===== src/rtl/decodificador_pwm_servo.sv =====
// Servo PWM receiver: measures the high time of each PWM period and decodes it
// back to the 3-bit posicao code, flagging out-of-tolerance pulses and signal loss.
module decodificador_pwm_servo #(
  parameter int unsigned conf_periodo = 1000000,
  parameter int unsigned largura_000  = 35000,
  parameter int unsigned largura_001  = 45700,
  parameter int unsigned largura_010  = 56450,
  parameter int unsigned largura_011  = 67150,
  parameter int unsigned largura_100  = 77850,
  parameter int unsigned largura_101  = 88550,
  parameter int unsigned largura_110  = 99300,
  parameter int unsigned largura_111  = 110000,
  parameter int unsigned tolerancia   = 2000
) (
  input  logic        clock,
  input  logic        reset,
  input  logic        pwm,
  output logic [2:0]  posicao,
  output logic [20:0] largura_medida,
  output logic        pronto,
  output logic        erro,
  output logic        sem_sinal
);

  // estado         | meaning
  // ESPERA_SUBIDA  | idle, waiting for a rising edge on the synced input
  // MEDE_ALTO      | counting high cycles until the falling edge
  // ESPERA_DESCIDA | stuck-high already reported, waiting for the fall
  typedef enum logic [1:0] {ESPERA_SUBIDA, MEDE_ALTO, ESPERA_DESCIDA} estado_t;

  localparam logic [20:0] periodo = 21'(conf_periodo);
  localparam logic [20:0] tol     = 21'(tolerancia);
  localparam logic [21:0] limite  = 22'(2 * conf_periodo + 1);
  localparam logic [20:0] nominal [8] = '{
    21'(largura_000), 21'(largura_001), 21'(largura_010), 21'(largura_011),
    21'(largura_100), 21'(largura_101), 21'(largura_110), 21'(largura_111)
  };

  estado_t     estado;
  logic        sinc1, sinc2, sinc_ant;
  logic [2:0]  valido;
  logic [20:0] cont_largura;
  logic [21:0] cont_silencio;
  logic [20:0] largura_cap;
  logic        captura;
  logic        subida, descida;
  logic [2:0]  melhor;
  logic [20:0] dist_min;

  function automatic logic [20:0] distancia(input logic [20:0] a, input logic [20:0] b);
    return (a > b) ? (a - b) : (b - a);
  endfunction

  // Edges only count once the delayed copy holds a real post-reset sample, so a
  // pin that is already high when reset releases does not look like a rise.
  assign subida  = valido[2] &  sinc2 & ~sinc_ant;
  assign descida = valido[2] & ~sinc2 &  sinc_ant;

  always_comb begin
    melhor   = 3'd0;
    dist_min = distancia(largura_cap, nominal[0]);
    for (int k = 1; k < 8; k++) begin
      if (distancia(largura_cap, nominal[k]) < dist_min) begin
        melhor   = 3'(k);
        dist_min = distancia(largura_cap, nominal[k]);
      end
    end
  end

  always_ff @(posedge clock) begin
    if (!reset) begin
      estado         <= ESPERA_SUBIDA;
      sinc1          <= 1'b0;
      sinc2          <= 1'b0;
      sinc_ant       <= 1'b0;
      valido         <= 3'b000;
      cont_largura   <= '0;
      cont_silencio  <= '0;
      largura_cap    <= '0;
      captura        <= 1'b0;
      posicao        <= 3'b000;
      largura_medida <= '0;
      pronto         <= 1'b0;
      erro           <= 1'b0;
      sem_sinal      <= 1'b1;
    end else begin
      sinc1    <= pwm;
      sinc2    <= sinc1;
      sinc_ant <= sinc2;
      valido   <= {valido[1:0], 1'b1};
      pronto   <= 1'b0;
      erro     <= 1'b0;
      captura  <= 1'b0;

      if (subida || descida) begin
        cont_silencio <= '0;
      end else if (cont_silencio != limite) begin
        cont_silencio <= cont_silencio + 22'd1;
      end
      if (cont_silencio == limite) begin
        sem_sinal <= 1'b1;
      end

      case (estado)
        ESPERA_SUBIDA: begin
          if (subida) begin
            cont_largura <= 21'd1;
            estado       <= MEDE_ALTO;
          end
        end
        MEDE_ALTO: begin
          if (descida) begin
            largura_cap <= cont_largura;
            captura     <= 1'b1;
            estado      <= ESPERA_SUBIDA;
          end else if (cont_largura == periodo) begin
            pronto         <= 1'b1;
            erro           <= 1'b1;
            largura_medida <= periodo;
            estado         <= ESPERA_DESCIDA;
          end else begin
            cont_largura <= cont_largura + 21'd1;
          end
        end
        ESPERA_DESCIDA: begin
          if (descida) begin
            estado <= ESPERA_SUBIDA;
          end
        end
        default: estado <= ESPERA_SUBIDA;
      endcase

      // Decode happens one cycle after the fall so the comparator tree sees a stable width.
      if (captura) begin
        pronto         <= 1'b1;
        largura_medida <= largura_cap;
        if (dist_min <= tol) begin
          posicao   <= melhor;
          sem_sinal <= 1'b0;
        end else begin
          erro <= 1'b1;
        end
      end
    end
  end

endmodule

===== config.mk =====
export PLATFORM = sky130hd
export DESIGN_NAME = decodificador_pwm_servo
export DESIGN_NICKNAME = d
export VERILOG_FILES = /design/src/rtl/decodificador_pwm_servo.sv
export SDC_FILE = /design/constraint.sdc
export NUM_CORES = 1
export LEC_CHECK = 0
export BUFFER_PORTS_ARGS = -buffer_cell sky130_fd_sc_hd__buf_4
export CAP_MARGIN = 20
export CORE_UTILIZATION = 44
export CTS_BUF_LIST = sky130_fd_sc_hd__clkbuf_4
export DETAILED_ROUTE_END_ITERATION = 10
export SLEW_MARGIN = 20
export SYNTH_ARGS = -nofsm -noshare
export SYNTH_HDL_FRONTEND = slang
export SYNTH_SLANG_ARGS = --single-unit

===== constraint.sdc =====
create_clock -name clock -period 23.8 [get_ports clock]
set_input_delay 2.38 -clock clock [delete_from_list [all_inputs] [get_ports clock]]
set_output_delay 2.38 -clock clock [all_outputs]
set_load 0.02 [all_outputs]

==> metrics.cfg, run 1 <==
[cells_and_area]
drive_above_1_share_pct = 9.226
num-nets-final = 2382
area_delta_synth_final_pct = 5.889
layout_common_cells = 246 x nor2_1, 242 x nand2_1, 209 x a21oi_1
final_common_cell = nor2_1

[sta]
setup-violations-final = 0
fmax_ghz = 0.04392
tightest_slew_ps = 1150
hold_slack_ps = 456.1
fin_crit_sh_pct = 95.68
report.final.slew_viol_count = 0
fin_tns_setup_ps = 0
period_needed_ps = 22770
skew_ps = 33.89
finalHoldViolations = 0
maxSlewHeadroom_pct = 22.76

[yosys]
synth_top_family_by_area = compound AO/OA/AOI/OAI gates
syn_area_um2 = 15660
netlist_instances = 2265
synth_fa_ha_area_share_pct = 13.02
syn_avg_cell_area_um2 = 6.914
ys_types = 104
ys_async_sr_fraction_pct = 0
yosys_warnings = 0
synth_compound_area_share_pct = 30.77
synth_edf_count = 0
synth-simple-area-share_pct = 25.36
synthMuxAreaShare_pct = 2.373
yosysSeqAreaShare_pct = 12.78
ys_ff_latch = 100
syn-num-nets = 2430
yosys_most_used_dff = dfxtp_1
synthXorXnorAreaFrac_pct = 9.732

[cts]
cts_root_buffer = clkbuf_4
path_clk_slew_ps = 160
cts_buffers = 9
clockBufferDepth = 2
clock_sinks = 100
cts_tree = yes
h-tree-depth = 3
insertion_delay_ps = 460

[min_path]
hold_path_class = register to register
worstHoldStart = sinc1
hold_depth = 1
min_to = sinc2

[critical_path]
crit_path_top_delay_cell = or4_1
path_class = register to register
cp_common_cell = o21a_1
r2r_cells = 92
cp_num_buf_inv = 7
worstReg2RegStart = largura_cap[4]
critPathMaxStageDelay_ps = 690
arrival_ps = 23160
cp_max_fo = 22
cp.required_ps = 24190
cp-end-kind = register
timing.rr.end = posicao[2]
critPathTopFamily = compound AO/OA/AOI/OAI gates
cp-start-kind = register
reg2reg_slack_ps = 1030

[detailed_routing]
first_pass_iters = 6
ant_nets = 0
drc = 0
viasPerCell = 6.536
vias = 17510
drt-wirelength-per-cell_um = 25.74
drtIter0Drc = 2170
wirelength_um = 68970

[pwr]
internal_power_uw = 194.2
power_uw = 260.1
seq_power_share_pct = 65.0
pwr-share-comb_pct = 2.1
p_clk_share_pct = 32.9
peakVddDrop_v = 0.00004526
powerDensity_nw_per_um2 = 15.69
switching_share_pct = 25.34
leakage_nw = 6.575
p_sw_uw = 65.92

[grt]
grt_overflow = 0
grt_pass1_vias = 16010
grt_usage_pct = 37.59
grt_max_degree = 46
grt_pass1_wl_um = 102600
antenna_found_initial = 2

[placed_design]
port_buffers = 29
dp_hpwl_um = 53830
gp_congestion = 1.024

[floorplanning]
io_pins = 30
chipHeight_um = 190.7
die_w_um = 190.7
start_util_pct = 45.00
die_area_um2 = 36350
num_rows = 68
core_um2 = 34800

[outcome]
status = completed

[run]
max_cap_viol_count = 0

==> power by group through the flow <==
stage / registers, mW / clock network [mW] / logic [mW]
floorplan: 0.173 / 0 / 0.00404
global placement: 0.173 / 0 / 0.00538
detailed placement: 0.173 / 0 / 0.00553
CTS: 0.169 / 0.0894 / 0.00553
global route: 0.169 / 0.0946 / 0.00617
finish: 0.169 / 0.0855 / 0.00539
==> final cells by class <==
class                      instances  area, µm²
inverter                          85      319.1
timing repair buffer              89      680.7
clock buffer                       9      67.56
tap                              455      569.3
clock inverter                     7      70.07
fill                            3636      18220
multi-input combinational       1932      12850
antenna                            2      5.005
sequential                       100       2021
==> layer usage <==
layer	global-route usage (%)	vias up	part of all wire (%)
li1	-	8120	-
met1	51.52	8164	43
met2	56.90	1030	42
met3	6.183	196	9.7
met4	17.75	0	5.4
met5	0	-	0
==> state kept, by name (all words and copies together), names as in the netlist <==
| signal | cells |
|---|---|
| largura_cap | 21 |
| pronto | 1 |
| cont_silencio | 22 |
| posicao | 3 |
| estado | 2 |
| sinc1 | 1 |
| sinc2 | 1 |
| valido | 3 |
| cont_largura | 21 |
| sinc_ant | 1 |
| captura | 1 |
| erro | 1 |
| sem_sinal | 1 |
| largura_medida | 21 |
==> Yosys cell counts, types with 45 or more instances <==
| master | n | area [µm²] |
|---|---|---|
| nor2_1 | 247 | 927.1 |
| nand2_1 | 243 | 912.1 |
| a21oi_1 | 209 | 1046 |
| ha_1 | 162 | 2027 |
| o21ai_0 | 145 | 725.7 |
| xnor2_1 | 132 | 1156 |
| dfxtp_1 | 100 | 2002 |
| clkbuf_1 | 91 | 341.6 |
| inv_1 | 79 | 296.5 |
| nand3_1 | 56 | 280.3 |
| nor3_1 | 54 | 270.3 |
| a21o_1 | 45 | 337.8 |
==> per-stage QoR <==
step                      setup WS, ps  utilization [%]  instances  cell area [µm²]
after floorplan                   2664                -       2265            15660
after global placement           968.2            46.77       2655            16280
after detailed placement         865.9            46.79       2655            16280
after CTS                        735.7            47.18       2671            16420
after global routing            -3.897            47.64       2678            16580
final                             1029            47.65       2679            16580
==> how the worst max path moves through the flow <==
stage | cells after the start | slack [ps] | startpoint | to
2_1_floorplan | 104 | 2660 | largura_cap[5] | posicao[2]
3_5_place_dp | 91 | 870 | largura_cap[1] | posicao[2]
4_1_cts | 90 | 740 | largura_cap[1] | posicao[2]
6_report | 92 | 1030 | largura_cap[4] | posicao[2]
5_1_grt | 93 | -4 | largura_cap[1] | posicao[2]
3_3_place_gp | 92 | 970 | largura_cap[1] | posicao[2]
==> kinds of logic (layout without fill, tap and decap cells) <==
kind of cell | after synthesis | count (layout)
muxes | 36 | 36
xor gates and xnor gates | 174 | 174
and+or+nand+nor | 830 | 830
DFF | 100 | 100
other | 0 | 2
adders and majority gates | 163 | 163
buffers and inverters | 233 | 190
AOI/OAI and AO/OA | 729 | 729
==> what timing repair did <==
item,CTS,global route
gates resized for setup,0,26
buffers inserted,0,6
hold buffers,0,0
setup endpoints to repair,0,5
No activity file was read; power rests on OpenSTA's default activity.
==> run 2: changes to the inputs <==
--- a/config.mk
+++ b/config.mk
@@ -7,7 +7,7 @@
 export LEC_CHECK = 0
 export BUFFER_PORTS_ARGS = -buffer_cell sky130_fd_sc_hd__buf_4
 export CAP_MARGIN = 20
-export CORE_UTILIZATION = 44
+export CORE_UTILIZATION = 35
 export CTS_BUF_LIST = sky130_fd_sc_hd__clkbuf_4
 export DETAILED_ROUTE_END_ITERATION = 10
 export SLEW_MARGIN = 20
==> metrics.cfg, run 2 (synthesis gave the netlist of run 1 again) <==
[grt]
grt_usage_pct = 31.23  ; -6.4 points
antenna_found_initial = 2  ; unchanged
grt_max_degree = 46  ; unchanged
grt_pass1_vias = 16420  ; +2.6%
grt_overflow = 0  ; unchanged
grt_pass1_wl_um = 106100  ; +3.4%

[cells_and_area]
multi_input_area_um2 = 12850  ; about the same
area_delta_synth_final_pct = 7.591
final_common_cell = nor2_1
regMostFlops = cont_silencio
num-nets-final = 2397  ; +0.63%
drive_above_1_share_pct = 9.656  ; +0.43 points
finalNonFillerCells = 2831  ; +5.7%
largest_reg_flops = 22  ; unchanged
num-fill-cells = 4750  ; +31%
layout_common_cells = 246 x nor2_1, 241 x nand2_1, 208 x a21oi_1
seq_area_um2 = 2012  ; -0.43%

[sta]
skew_ps = 37.32  ; +3.430 ps
tightest_slew_ps = 1039  ; -110.7 ps
setup_slack_ps = 1303  ; +273.7 ps
maxSlewHeadroom_pct = 30.47  ; +7.7 points
fin_crit_sh_pct = 94.53  ; -1.2 points
setup-violations-final = 0  ; unchanged
fin_tns_setup_ps = 0  ; unchanged
hold_slack_ps = 431.8  ; -24.30 ps
fmax_ghz = 0.04445  ; +1.2%
report.final.slew_viol_count = 0  ; unchanged
period_needed_ps = 22500  ; -273.7 ps
finalHoldViolations = 0  ; unchanged

[pwr]
power_uw = 268.9  ; +3.4%
leakage_nw = 6.640  ; +0.98%
peakVddDrop_v = 0.00004054  ; -10%
powerDensity_nw_per_um2 = 15.96  ; +1.7%

[critical_path]
critPathMaxStageDelay_ps = 700  ; about the same
cp_max_fo = 19  ; -14%
startpoint = largura_cap[2]
r2r_cells = 94  ; +2.2%
worstReg2RegStart = largura_cap[2]
cp-end-kind = register
timing.rr.end = posicao[2]
arrival_ps = 22960  ; -200 ps
cp.required_ps = 24260  ; +70 ps
cp_common_cell = o21a_1
crit_path_top_delay_cell = or4_1
cp-start-kind = register
path_class = register to register
crit_end = posicao[2]
reg2reg_slack_ps = 1300  ; +270 ps

[cts]
h-tree-depth = 3  ; unchanged
cts_buffers = 9  ; unchanged
clockBufferDepth = 2  ; unchanged
path_clk_slew_ps = 190  ; +30 ps
clock_sinks = 100  ; unchanged
cts_tree = yes
cts_root_buffer = clkbuf_4
insertion_delay_ps = 540  ; +80 ps
cts_hold_buf = 0  ; unchanged

[floorplanning]
core_um2 = 44220  ; +27%
start_util_pct = 35.41  ; -9.6 points
chipHeight_um = 213.5  ; +12%
die_area_um2 = 45590  ; +25%
num_rows = 77  ; +13%
die_w_um = 213.5  ; +12%
io_pins = 30  ; unchanged

[detailed_routing]
ant_nets = 0  ; unchanged
wl_met2_um = 29660  ; +2.7%
first_pass_iters = 5  ; -1
drc = 0  ; unchanged
drt-wirelength-per-cell_um = 25.30  ; -1.7%
routed.top_layer = met4
met1_length_um = 30070  ; +1.2%
viasPerCell = 6.265  ; -4.2%
wl_met3_um = 7603  ; +13%
vias = 17740  ; +1.3%
wirelength_um = 71630  ; +3.9%
drtIter0Drc = 2255  ; +3.9%

[placed_design]
dp_hpwl_um = 56180  ; +4.4%
dp_cells = 2807  ; +5.7%
port_buffers = 29  ; unchanged
gp_congestion = 1.024  ; about the same
pre_cts_slack_ps = 452.0  ; -413.9 ps

[run]
max_cap_viol_count = 0  ; unchanged

[min_path]
hold_path_class = register to register

[outcome]
status = completed

[run 2: area by class of cell]
cell class              instances  share of cell area, %
repair buffers                104                  4.619
inverters                      85                  1.894
clock buffers                   9                 0.4010
clock inverters                 7                 0.4753
flip-flops and latches        100                  11.94
well taps                     592                  4.396
diodes                          2                0.02970
multi-input cells            1932                  76.24
[run 2: stage by stage]
stage | utilization, % | cell area, µm²
5_1_grt | 38.10 | 16850
4_1_cts | 37.79 | 16710
3_5_place_dp | 37.46 | 16560
3_3_place_gp | 37.44 | 16560
6_report | 38.10 | 16850
2_1_floorplan | - | 15660
[run 2: power by group]
part	leakage [nW]	internal [mW]	switching, mW	total, mW
registers	0.810	0.168	0.000855	0.169
logic	5.75	0.00160	0.00398	0.00558
clock network	0.0761	0.0251	0.0689	0.0940
total	6.64	0.195	0.0737	0.269
[run 2: timing repair]
item	4_1_cts	5_1_grt
setup buffers	0	5
resized for setup	0	24
endpoints found under the setup margin	0	5
[run 2: worst min path at each step]
| stage | slack [ps] | cells after the start | end | start |
|---|---|---|---|---|
| after global routing | 450 | 1 | valido[2] | valido[1] |
| final | 430 | 1 | valido[2] | valido[1] |
| after detailed placement | 420 | 1 | sinc2 | sinc1 |
| after global placement | 410 | 1 | valido[2] | valido[1] |
| after CTS | 450 | 1 | valido[2] | valido[1] |
| after floorplan | 410 | 1 | sinc2 | sinc1 |
[run 2: worst max-delay path: cells and delay by family, from the launching register on]
family	cells	cell delay, ps
adder cells (fa/ha/maj)	8	2540
multiplexers	1	390
XOR/XNOR	1	560
AND/OR/NAND/NOR	16	4050
buffers and inverters	5	1060
AO/OA/AOI/OAI	63	13270
flip-flops	1	540
[run 2: layer usage]
metal / track usage [%] / vias up
li1: - / 8150
met1: 41.45 / 8328
met2: 47.06 / 1017
met3: 7.293 / 240
met4: 15.67 / 0
met5: 0 / -
